--- config.mk ---
export PLATFORM = sky130hd
export DESIGN_NAME = conv_stream_driver
export DESIGN_NICKNAME = d
export VERILOG_FILES = /design/src/rtl/conv_stream_driver.sv
export SDC_FILE = /design/constraint.sdc
export NUM_CORES = 2
export LEC_CHECK = 0
export ABC_CLOCK_PERIOD_IN_PS = 11600
export CAP_MARGIN = 15
export CELL_PAD_IN_SITES_DETAIL_PLACEMENT = 0
export CELL_PAD_IN_SITES_GLOBAL_PLACEMENT = 2
export CORE_MARGIN = 1
export CORE_UTILIZATION = 40
export CTS_BUF_LIST = sky130_fd_sc_hd__clkbuf_8
export CTS_CLUSTER_DIAMETER = 80
export CTS_CLUSTER_SIZE = 10
export DETAILED_ROUTE_END_ITERATION = 10
export PLACE_DENSITY_LB_ADDON = 0.1
export SLEW_MARGIN = 20
export SYNTH_ARGS = -nofsm -noshare
export SYNTH_HDL_FRONTEND = slang
export SYNTH_SLANG_ARGS = --single-unit
--- constraint.sdc ---
create_clock -name clk -period 11.6 [get_ports clk]
set_clock_uncertainty 0.1 [all_clocks]
set_input_delay 2.32 -clock clk [delete_from_list [all_inputs] [get_ports clk]]
set_output_delay 2.32 -clock clk [all_outputs]
set_load 0.01 [all_outputs]
--- src/rtl/conv_stream_driver.sv ---
// Initiator for the streaming convolution engine: holds host-loaded x/f samples,
// streams them to the engine and captures the y results into a readable buffer.
//
// state | meaning
// IDLE  | after reset, waiting for start
// RUN   | streaming x/f and collecting y
// DONE  | all beats exchanged, results valid, waiting for start
module conv_stream_driver #(
   parameter int X_LEN = 128,
   parameter int F_LEN = 32,
   parameter int DW    = 8,
   parameter int YW    = 21,
   localparam int AW   = $clog2(X_LEN)
) (
   input  logic          clk,
   input  logic          reset,
   input  logic          host_wr_en,
   input  logic          host_wr_sel,
   input  logic [AW-1:0] host_wr_addr,
   input  logic [DW-1:0] host_wr_data,
   input  logic          start,
   input  logic          stall_y,
   input  logic [AW-1:0] res_rd_addr,
   output logic [YW-1:0] res_rd_data,
   output logic          busy,
   output logic          done,
   output logic [DW-1:0] m_data_x,
   output logic          m_valid_x,
   input  logic          m_ready_x,
   output logic [DW-1:0] m_data_f,
   output logic          m_valid_f,
   input  logic          m_ready_f,
   input  logic [YW-1:0] s_data_y,
   input  logic          s_valid_y,
   output logic          s_ready_y
);

   localparam int NUM_Y = X_LEN - F_LEN + 1;
   localparam int FAW   = $clog2(F_LEN);
   localparam int CW    = AW + 1;
   localparam logic [CW-1:0] X_END = CW'(X_LEN);
   localparam logic [CW-1:0] F_END = CW'(F_LEN);
   localparam logic [CW-1:0] Y_END = CW'(NUM_Y);

   typedef enum logic [1:0] {IDLE, RUN, DONE} state_t;

   state_t        state;
   logic [CW-1:0] x_idx;
   logic [CW-1:0] f_idx;
   logic [CW-1:0] y_cnt;

   logic [DW-1:0] xbuf   [X_LEN];
   logic [DW-1:0] fbuf   [F_LEN];
   logic [YW-1:0] resbuf [NUM_Y];

   logic in_run;
   logic x_beat;
   logic f_beat;
   logic y_beat;

   // Counters run one past the last index so "finished" needs no extra flag.
   assign in_run    = (state == RUN);
   assign m_valid_x = in_run && (x_idx < X_END);
   assign m_valid_f = in_run && (f_idx < F_END);
   assign s_ready_y = in_run && !stall_y && (y_cnt < Y_END);
   assign m_data_x  = xbuf[x_idx[AW-1:0]];
   assign m_data_f  = fbuf[f_idx[FAW-1:0]];
   assign x_beat    = m_valid_x && m_ready_x;
   assign f_beat    = m_valid_f && m_ready_f;
   assign y_beat    = s_valid_y && s_ready_y;

   always_ff @(posedge clk) begin
      if (reset) begin
         state <= IDLE;
         busy  <= 1'b0;
         done  <= 1'b0;
         x_idx <= '0;
         f_idx <= '0;
         y_cnt <= '0;
      end else begin
         case (state)
            IDLE, DONE: begin
               if (start) begin
                  state <= RUN;
                  busy  <= 1'b1;
                  done  <= 1'b0;
                  x_idx <= '0;
                  f_idx <= '0;
                  y_cnt <= '0;
               end
            end
            RUN: begin
               if (x_beat) x_idx <= x_idx + CW'(1);
               if (f_beat) f_idx <= f_idx + CW'(1);
               if (y_beat) y_cnt <= y_cnt + CW'(1);
               if (x_idx == X_END && f_idx == F_END && y_cnt == Y_END) begin
                  state <= DONE;
                  busy  <= 1'b0;
                  done  <= 1'b1;
               end
            end
            default: begin
               state <= IDLE;
               busy  <= 1'b0;
               done  <= 1'b0;
            end
         endcase
      end
   end

   // Sample and result storage is deliberately left uninitialised by reset.
   always_ff @(posedge clk) begin
      if (host_wr_en && !busy) begin
         if (!host_wr_sel)
            xbuf[host_wr_addr] <= host_wr_data;
         else if ({1'b0, host_wr_addr} < F_END)
            fbuf[host_wr_addr[FAW-1:0]] <= host_wr_data;
      end
      if (y_beat)
         resbuf[y_cnt[AW-1:0]] <= s_data_y;
   end

   always_ff @(posedge clk) begin
      if (reset)
         res_rd_data <= '0;
      else if ({1'b0, res_rd_addr} < Y_END)
         res_rd_data <= resbuf[res_rd_addr];
      else
         res_rd_data <= '0;
   end

endmodule
After elaboration in Yosys (flattened, before gate mapping) --
Memory sizes are Yosys's and may differ from the RTL's. A register that Yosys moved wholly into a read port is not among the register bits. Cells that the tools add are included.
Storage, ports and cells: output and inout bits 42, bits in writable memories 3317, logic and storage cells 77, memories kept 3, register bits after elaboration 28, input port bits 52
Operators by class: equal/unequal tests 10, muxes and demuxes 29, $lt $le $gt $ge 5, reductions and logical operators 20, add/subtract/negate cells 3, bitwise logic cells 1
Memories:
- resbuf | depth 97, width 21, read ports 1, clocked after Yosys merged registers in 1, write ports 1, line 54 | logic [YW-1:0] resbuf [NUM_Y];
- xbuf | depth 128, width 8, read ports 1, clocked after Yosys merged registers in 1, write ports 1, line 52 | logic [DW-1:0] xbuf [X_LEN];
- fbuf | depth 32, width 8, read ports 1, clocked after Yosys merged registers in 1, write ports 1, line 53 | logic [DW-1:0] fbuf [F_LEN];
Operator list (count):
- $pmux 8 s2 | 3
- $mux 8 | 4
- $add 8x1->8 const B | 3
- $mux 7 | 2
- $mux 1 | 13
- $logic_and 1x1->1 | 10
- $mux 5 | 2
- $reduce_and 3->1 | 3
- $eq 8x6->1 const B | 1
- $eq 8x7->1 const B | 1
- $eq 8x8->1 const B | 1
- $lt 8x6->1 const B | 1
- $lt 8x7->1 const B | 1
- $lt 8x8->1 const B | 1
- $ne 2x1->1 const B | 4
- $lt 7x6->1 const B | 1
- $lt 7x7->1 const B | 1
- $mux 2 | 2
- $pmux 1 s2 | 2
- $pmux 2 s2 | 1
- $reduce_or 2->1 | 2
- $eq 2x1->1 const B | 1
- $eq 2x2->1 const B | 1
- $logic_not 1->1 | 2
- 5 further kinds | 5

Longest topological paths before layout --
word-level depth 7, mapped depth 12, depth with buffers taken out 8

Worst setup path before layout --
OpenSTA, ideal clock, no wires.
kind input to register, start point input stall_y, end point memory resbuf[96][0] (enable), setup time 460 ps, path buffers 0, required time 11040 ps, stages 4, setup slack 5920 ps, arrival time 5120 ps, cells stage by stage nor2_1 nand3_1 nor3_1 nor4b_1
Between the ends: word-level cells in the longest chain between the ends 6
Ends and longest elaborated chain:
- from (decl) | line 22 | input logic stall_y,
- $logic_not 1->1 | line 65 | assign s_ready_y = in_run && !stall_y && (y_cnt < Y_END);
- $logic_and 1x1->1 (2 in series) | line 65
- $logic_and 1x1->1 | line 70 | assign y_beat = s_valid_y && s_ready_y;
- $mux 1 | line 119 | if (y_beat)
- $mux 1 (not written as such) | line 120 | resbuf[y_cnt[AW-1:0]] <= s_data_y;
- to (decl) | line 54
Every way passes these cells.

==> flow_summary.toml <==
[synthesis]
yosys_warnings = 0
syn_inst = 5842
seq_area_frac_synth = 0.7785
synth-edff-count = 3317
ys_ff_latch = 3377
synth_flop_cell = "edfxtp_1"
async_reset_ff_frac = 0
synthDistinctLibCells = 61
netlist_area_sq_um = 129500
avgSynthCellArea_sq_um = 22.16
synthesis.nets = 5901

[power]
ir_drop_uv = 85.19
power_density_nw_per_um2 = 151.6
p_leak_nw = 43.50

[setup_path]
crit_required_ns = 9.18
worstPathArrival_ns = 5.50
crit_fanout = 44
path_class = "flop to primary output"
cp-end-kind = "primary output"
cpMostUsedCell = "mux4_2"
cp_cell_sequence = "buf_4 > mux4_2 > mux4_2 > mux4_2 > mux2_2 > clkdlybuf4s50_1"
cpPeakStageDelay_ns = 0.93
crit_path_start_kind = "flop"
slowest_stage = "dfxtp_4"

[timing]
rsz0062_at_grt = "false"
layout_min_cycle_time_ns = 7.916
setup_viol = 0
worstMarginPinSlew_ns = 1.156
slew_headroom = 0.2226
finalSetupTns_ns = 0
setup_slack_ns = 3.684
finalHoldViolCount = 0
fmaxAchievable_mhz = 126.3
slew_violations = 0
fin_crit_sh = 0.6824

[clocking]
h-tree-depth = 5
cts.clk_slew.worst_paths_ns = 0.07
cts.path.max_buffers = 4
cts_sinks = 3377
cts_resized = 0
clock-root-buffer = "clkbuf_8"
cts-buffers-inserted = 376
cts_tree = "done"
post_cts_buffers = 0
clkLatencyLatePin_ns = 1.07
ctsHoldBuffers = 0

[detailed_routing]
drt_iter0_drc = 6304
top_layer = "met5"
wl_met2_mm = 161.1
drcViolationCount = 0
dr_wl_met3_mm = 25.01
vias = 61880
firstDrtPassIters = 5
vias_per_cell = 5.764
wl_met1_mm = 167.4
routed_wl_mm = 359.6
post_drt_wl_per_cell_microns = 33.49
ant_nets = 0

[floorplanning]
initial_core_util = 0.4025
io_pins = 94
die_h_microns = 571.0
die_w_microns = 571.0
core_area_sq_um = 321700
core.rowCount = 208
die-area_sq_um = 326000

[grt]
grt_pass1_vias = 62840
antenna_found_initial = 30
grt_first_pass_wirelength_mm = 502.5
grt_max_degree = 117
overflow = 0
grt_use_total = 0.2197

[job]
maxCapViolations = 0

[place]
gp_congestion = 0.7805
place_ws_ns = 4.654
io_buffers = 93
hpwl_mm = 210.2

[layout]
syn2layout_area_growth_pct = 10.29
drive_above_1_share = 0.2700
final_cell_mix = "3317 x edfxtp_1, 790 x mux4_2, 383 x clkbuf_8"
final_common_cell = "edfxtp_1"
nets = 6320

[worst_hold_path]
min_path_type = "flop to flop"

[status]
outcome = "finished clean"
==> where the power goes <==
group	internal, mW	switching (mW)	total, mW
sequential	13.4	0.0242	13.4
clock	3.01	4.17	7.18
combinational	0.346	0.709	1.06
==> worst paths after layout <==
check             startpoint             to  slack [ns]  depth (start not counted)
setup reg to reg    state[0]  resbuf[94][0]        7.76                          6
hold / removal      f_idx[7]       f_idx[7]        0.42                          2
hold reg to reg     f_idx[7]       f_idx[7]        0.42                          2
setup / recovery        flop    m_data_x[6]        3.68                          6
==> logic make-up after synthesis <==
| kind of cell | count (synthesis) | synth area share |
|---|---|---|
| and+or+nand+nor | 517 | 0.01746 |
| DFF | 3377 | 0.7785 |
| AOI/OAI and AO/OA | 454 | 0.02524 |
| adders and majority gates | 7 | 0.0006764 |
| buffers and inverters | 334 | 0.01201 |
| muxes | 1139 | 0.1651 |
| xor gates and xnor gates | 14 | 0.0009470 |
==> flip-flops by register name, indices dropped and copies added (netlist names), named ones only <==
signal       cells
fbuf           256
f_idx            8
busy             1
done             1
x_idx            8
resbuf        2037
res_rd_data     21
xbuf          1024
state            1
y_cnt            8
==> cells in the mapped netlist, drive strengths merged, types with 8 or more instances <==
library cell,count,share of area
dfxtp,60,0.0093
nor3,11,0.00043
nand2,82,0.0024
a21oi,97,0.0037
nor2b,25,0.0012
a221oi,26,0.0018
mux2,78,0.0068
buf,182,0.0076
a211oi,32,0.0019
edfxtp,3317,0.77
o22ai,49,0.0024
nand3,24,0.00093
nor2,307,0.0089
mux2i,271,0.021
inv,11,0.00032
a221o,12,0.00093
a22o,22,0.0015
o21bai,10,0.00058
clkbuf,141,0.0041
a22oi,34,0.0020
o221ai,55,0.0037
o21ai,26,0.0010
mux4,790,0.14
a31oi,15,0.00072
nand4,8,0.00039
or3,11,0.00053
a211o,12,0.00081
a2111oi,29,0.0020
==> per-layer routing <==
layer / track usage / vias up
li1: - / 25380
met1: 0.3404 / 33990
met2: 0.3264 / 2135
met3: 0.03967 / 379
met4: 0.04100 / 4
met5: 0 / -
==> per-stage QoR <==
step,hold slack [ns],cells,power (mW),area [sq um],util
after global routing,0.4367,10730,22.37,142800,0.4439
after global placement,0.3816,10180,14.75,136700,0.4249
after detailed placement,0.3953,10190,14.76,136800,0.4252
after CTS,0.4167,10720,21.92,142700,0.4437
after floorplan,0.3605,5842,14.18,129500,-
final,0.4204,10740,21.65,142800,0.4440
==> worst max-delay path, delay by kind of cell, from the launching register on <==
family | cells | cell delay, ns
buffers and inverters | 2 | 1.31
muxes | 4 | 2.09
DFF | 1 | 0.93
==> area by class of cell <==
cell class | instances | area (sq um)
repair buffers | 364 | 3027
clock inverters | 152 | 699.4
clock buffers | 383 | 5271
flip-flops and latches | 3377 | 100800
well taps | 4305 | 5386
diodes | 13 | 32.53
inverters | 11 | 41.29
multi-input cells | 2131 | 27530
fillers | 27430 | 178900
(Power assumes the default switching activity.)
